<file path="src/rtl/wb_trace_buffer.sv">
// wb_trace_buffer: write-back trace capture.
// Records every architectural register write (rd, value, cycle stamp) seen on
// the write-back bus during a bounded capture window into a FWFT FIFO that is
// drained over a valid/ready port.
// Optional feature macro: TRACE_FILTER_EN adds a per-register trace_mask input.
module wb_trace_buffer #(
  parameter int XLEN       = 32,
  parameter int REG_ADDR_W = 5,
  parameter int DEPTH      = 16,
  parameter int CYCLE_W    = 16,
  parameter int RUN_CYCLES = 15
) (
  input  logic                     clk,
  input  logic                     rst,
  input  logic                     start,
  input  logic                     wb_en,
  input  logic [REG_ADDR_W-1:0]    wb_rd,
  input  logic [XLEN-1:0]          wb_data,
`ifdef TRACE_FILTER_EN
  input  logic [2**REG_ADDR_W-1:0] trace_mask,
`endif
  output logic                     rd_valid,
  input  logic                     rd_ready,
  output logic [REG_ADDR_W-1:0]    rd_reg,
  output logic [XLEN-1:0]          rd_data,
  output logic [CYCLE_W-1:0]       rd_cycle,
  output logic [$clog2(DEPTH):0]   count,
  output logic                     overflow,
  output logic                     busy,
  output logic                     done
);

  localparam int PTR_W = $clog2(DEPTH);
  localparam int CNT_W = PTR_W + 1;
  localparam int ENT_W = CYCLE_W + REG_ADDR_W + XLEN;

  typedef enum logic [1:0] {S_IDLE, S_RUN, S_DONE} state_e;

  state_e               state_q, state_d;
  logic [CYCLE_W-1:0]   cyc_q, cyc_d;
  logic [PTR_W-1:0]     wptr_q, wptr_d, rptr_q, rptr_d;
  logic [CNT_W-1:0]     count_q, count_d;
  logic                 overflow_q, overflow_d;
  logic [ENT_W-1:0]     mem_q [DEPTH];

  logic last_cyc, enter_run, mask_ok, push_req, push, pop, full;
  logic [ENT_W-1:0] head;

  // Final window cycle; a zero window never ends on its own.
  assign last_cyc = (RUN_CYCLES != 0) && (cyc_q == CYCLE_W'(RUN_CYCLES - 1));

`ifdef TRACE_FILTER_EN
  assign mask_ok = trace_mask[wb_rd];
`else
  assign mask_ok = 1'b1;
`endif

  // FSM state register.
  always_ff @(posedge clk) begin
    if (rst) state_q <= S_IDLE;
    else     state_q <= state_d;
  end

  // FSM next state: start is only honoured outside RUN.
  always_comb begin
    state_d = state_q;
    case (state_q)
      S_IDLE:  if (start) state_d = S_RUN;
      S_RUN:   if (last_cyc) state_d = S_DONE;
      S_DONE:  if (start) state_d = S_RUN;
      default: state_d = S_IDLE;
    endcase
  end

  // FSM outputs.
  always_comb begin
    busy      = (state_q == S_RUN);
    done      = (state_q == S_DONE);
    enter_run = (state_q != S_RUN) && (state_d == S_RUN);
  end

  // Push/pop qualification. A push into a full FIFO only lands if a pop frees
  // the head slot on the same edge; x0 writes are never traced.
  always_comb begin
    full     = (count_q == CNT_W'(DEPTH));
    rd_valid = (count_q != '0);
    pop      = rd_valid && rd_ready;
    push_req = busy && wb_en && (wb_rd != '0) && mask_ok;
    push     = push_req && (!full || pop);
  end

  // Next-state for cycle stamp, pointers, occupancy and the sticky overflow.
  always_comb begin
    cyc_d = cyc_q;
    if (enter_run)                 cyc_d = '0;
    else if (busy && cyc_q != '1)  cyc_d = cyc_q + 1'b1;

    wptr_d = push ? wptr_q + 1'b1 : wptr_q;
    rptr_d = pop  ? rptr_q + 1'b1 : rptr_q;

    count_d = count_q;
    case ({push, pop})
      2'b10:   count_d = count_q + 1'b1;
      2'b01:   count_d = count_q - 1'b1;
      default: count_d = count_q;
    endcase

    overflow_d = overflow_q;
    if (enter_run)                     overflow_d = 1'b0;
    else if (push_req && full && !pop) overflow_d = 1'b1;
  end

  // Control registers.
  always_ff @(posedge clk) begin
    if (rst) begin
      cyc_q      <= '0;
      wptr_q     <= '0;
      rptr_q     <= '0;
      count_q    <= '0;
      overflow_q <= 1'b0;
    end else begin
      cyc_q      <= cyc_d;
      wptr_q     <= wptr_d;
      rptr_q     <= rptr_d;
      count_q    <= count_d;
      overflow_q <= overflow_d;
    end
  end

  // Entry storage; stale data is masked by rd_valid so no reset is needed.
  always_ff @(posedge clk) begin
    if (push) mem_q[wptr_q] <= {cyc_q, wb_rd, wb_data};
  end

  // FWFT head, forced to zero while empty.
  always_comb begin
    head     = rd_valid ? mem_q[rptr_q] : '0;
    rd_cycle = head[ENT_W-1 -: CYCLE_W];
    rd_reg   = head[XLEN +: REG_ADDR_W];
    rd_data  = head[XLEN-1:0];
    count    = count_q;
    overflow = overflow_q;
  end

endmodule

</file>
<file path="config.mk">
export PLATFORM = sky130hd
export DESIGN_NAME = wb_trace_buffer
export DESIGN_NICKNAME = d
export VERILOG_FILES = /design/src/rtl/wb_trace_buffer.sv
export SDC_FILE = /design/constraint.sdc
export NUM_CORES = 1
export LEC_CHECK = 0
export CAP_MARGIN = 20
export CORE_MARGIN = 4
export CORE_UTILIZATION = 45
export DETAILED_ROUTE_END_ITERATION = 7
export SLEW_MARGIN = 10
export SYNTH_ARGS = -nofsm -noshare
export SYNTH_HDL_FRONTEND = slang
export SYNTH_SLANG_ARGS = --single-unit
</file>
<file path="constraint.sdc">
create_clock -name clk -period 6.9 [get_ports clk]
set_input_delay 1.725 -clock clk [delete_from_list [all_inputs] [get_ports clk]]
set_output_delay 1.725 -clock clk [all_outputs]
set_load 0.05 [all_outputs]
</file>
==> flow_metrics.tcl <==
set metrics [dict create \
    status "complete, no violations" \
    route.vias.total 15400 \
    finalSetupViolCount 0 \
    cp_num_cells 5 \
    layout_min_cycle_time_ps 5620 \
    synth.largest_area_cell "edfxtp_1" \
    syn_inst 1451 \
    hpwl_um 37800 \
    cts_inserted_buffers 89 \
    ys_seq_area_share_pct 77.2 \
    grt.busiest_layer "met2" \
    totalPowerFinal_w 0.0139 \
    cp.required_ps 5180 \
    min_from "rptr_q[3]" \
    die_h_um 283 \
    crit_buf_inv 2 \
    max_slew_margin_pct 31.1 \
    path_delay_family "buffers and inverters" \
    drt_iter0_markers 1657 \
    drv_cap 0 \
    cp_common_cell "mux4_2" \
    fmax_mhz 178 \
    vias_per_cell 5.82 \
    cp_slowest_stage_delay_ps 790 \
    synth.avg_cell_area_um2 23.4 \
    synth_edf_count 848 \
    postCtsHoldBufs 0 \
    rsz0062_at_grt "false" \
    cts_tree "yes" \
    swShare_pct 28.0 \
    area_delta_synth_final_pct 16.2 \
    nFillCells 5681 \
    clkTransAtPathRegs_ps 60 \
    grt-ovfl-total 0 \
    ys_ff_latch 884 \
    async_reset_ff_share_pct 0 \
    final_max_slew_viol_count 0 \
    routed_wire_length_per_instance_um 27.8 \
    clkLatencyLatePin_ps 620 \
    clock-sinks 884 \
    die_w_um 283 \
    synth_area_leaders "edfxtp_1 75%, mux4_2 18%, dfxtp_1 2.1%, and2_1 1.0%, nor2_1 0.51%" \
    cp_cell_sequence "buf_4, mux4_2, mux4_2, and2_1, clkdlybuf4s50_1" \
    leakage_nw 12.0 \
    p_switching_w 0.00388 \
    wl_um 73500 \
    hold_path.class "flip-flop to flip-flop" \
    netlist_area_mm2 0.0339 \
    max-vdd-ir-drop_uv 301 \
    global_route.usage.total_pct 18.8 \
    grt_pass1_vias 16300 \
    start_util_pct 45.5 \
    synth_ff_type "edfxtp_1" \
    power_density_mw_per_mm2 352 \
    synth_top_area_share_pct 75.1 \
    share_seq_of_total_power_pct 43.1 \
    cts_max_level 3 \
    dieArea_mm2 0.0799 \
    internal_power_w 0.00998 \
    ctsLongestPathBuffers 3 \
    combPwrFrac_pct 22.0 \
    reg2reg_depth 6 \
    post_cts_buffers 0 \
    antenna_found_initial 2 \
    worst_pin_slew_ps 1030 \
    critPathCapture "rd_data[7]" \
    num_rows 100 \
    portBuffers 103 \
    ys_types 48 \
    grtUsageMet3_pct 2.81 \
    ys.warnings.count 0 \
    gr-usage-met1_pct 27.9 \
    setup_ws_ps 1280 \
    cpMaxStageDelayCell "dfxtp_4" \
    final_hold_viol_count 0 \
    post-route-util_pct 52.9 \
    timing.rr.start "state_q[0]" \
    dr.pass1.iters 5 \
    skew_ps 32.1 \
    arrival_ps 3900 \
    synthesis.nets 1504 \
    final_area_mm2 0.0394 \
    ios 104 \
    cts_resized 0 \
    place_ws_ps 1600 \
    cp-start-kind "flip-flop" \
    rr_endpoint "mem_q[4][31]" \
    crit_type "flip-flop to output port" \
    cts_root_buf "clkbuf_16" \
    place.gp.congestion 0.745 \
    cp-end-kind "output port" \
    placement.cell_area_mm2 0.0364 \
    drive_gt1_share_pct 27.7 \
    fin_setup_tns_ps 0 \
    ant_nets 0 \
    grt_start_max_net_pins 67 \
    drc 0 \
    met2_usage_pct 29.7 \
    fin_crit_sh_pct 81.5 \
    clkPwrFrac_pct 34.9 \
    grt_pass1_wl_um 109000 \
    core_area_mm2 0.0746 \
    finalNetCount 1663 \
    rrSetupSlack_ps 3220 \
    worstPathMaxFanout 41 \
]
## power groups by stage
stage                     Clock, W  Sequential, W  Combinational, W
final                      0.00484        0.00597           0.00305
after global routing       0.00519        0.00598           0.00322
after CTS                  0.00496        0.00598           0.00311
after detailed placement         0        0.00609           0.00310
after global placement           0        0.00609           0.00309
after floorplan                  0        0.00608           0.00205
## synthesized netlist by cell type (all sizes together), types with 2 or more instances
master	instances
xor2	13
or4	5
mux2	3
nor2b	3
nor3	7
o211ai	5
nand4	4
edfxtp	848
a21oi	9
a31oi	2
xnor2	4
and2	55
nor4	2
nand4b	2
o21ai	4
mux4	265
mux2i	3
dfxtp	36
and4	3
ha	10
clkbuf	44
nand3	8
nand2	14
nor2	46
and3	3
nand2b	3
buf	29
or3	3
a21o	2
inv	6
## kinds of logic after synthesis
group           share of synthesized area (%)
compound gates                          0.546
xor+xnor                                0.439
fa+ha+maj                               0.428
buf+inv                                  1.06
flops                                    77.2
mux                                      17.8
simple gates                             2.57
## how the worst min path moves through the flow
stage                     end  depth (start not counted)
floorplan           flip-flop                          2
global placement    flip-flop                          2
detailed placement  flip-flop                          2
CTS                 flip-flop                          2
global route        flip-flop                          2
finish              flip-flop                          2
## layout by cell type (no fill, tap or decap), types with 6 or more instances in the layout
| master | count |
|---|---|
| edfxtp_1 | 848 |
| mux4_2 | 265 |
| clkdlybuf4s50_1 | 103 |
| clkbuf_16 | 96 |
| and2_1 | 54 |
| nor2_1 | 34 |
| dfxtp_1 | 32 |
| buf_4 | 22 |
| clkinv_2 | 18 |
| buf_12 | 16 |
| nand2_1 | 14 |
| xor2_1 | 13 |
| clkbuf_1 | 13 |
| nor2_4 | 12 |
| ha_1 | 10 |
| clkinv_1 | 10 |
| bufinv_16 | 10 |
| a21oi_1 | 9 |
| nand3_1 | 8 |
| inv_1 | 6 |
## stage by stage
| step | hold slack, ps | std cells |
|---|---|---|
| 2_1_floorplan | 459 | 1451 |
| 5_1_grt | 505 | 2644 |
| 3_3_place_gp | 467 | 2488 |
| 6_report | 502 | 2645 |
| 3_5_place_dp | 480 | 2488 |
| 4_1_cts | 489 | 2644 |
## worst reg2reg max path: stages (launching register included)
cell and delay [ps]:
dfxtp_1 400, nor2b_1 660, o311a_1 560, and2_4 280
nand2_1 230, nor2_4 710, buf_4 470
## flip-flops by register name, indices dropped and copies added, names as in the netlist, named ones only
name      flops
state_q       2
overflow      1
mem_q       848
cyc_q        16
count         5
rptr_q        4
wptr_q        4
## layout make-up
cell class              count  area, µm²  area share, %
flip-flops and latches    884      26200           66.5
well taps                 969       1210           3.08
repair buffers            141       1520           3.85
clock inverters            45        485           1.23
inverters                   6       22.5         0.0571
clock buffers             111       2480           6.29
multi-input cells         488       7500           19.0
diodes                      1       2.50        0.00635
## layer usage
metal	wire length (µm)	share of wire, %
met1	32200	44
met2	35700	49
met3	4210	5.7
met4	1370	1.9
met5	0	0
(Power assumes the default switching activity.)
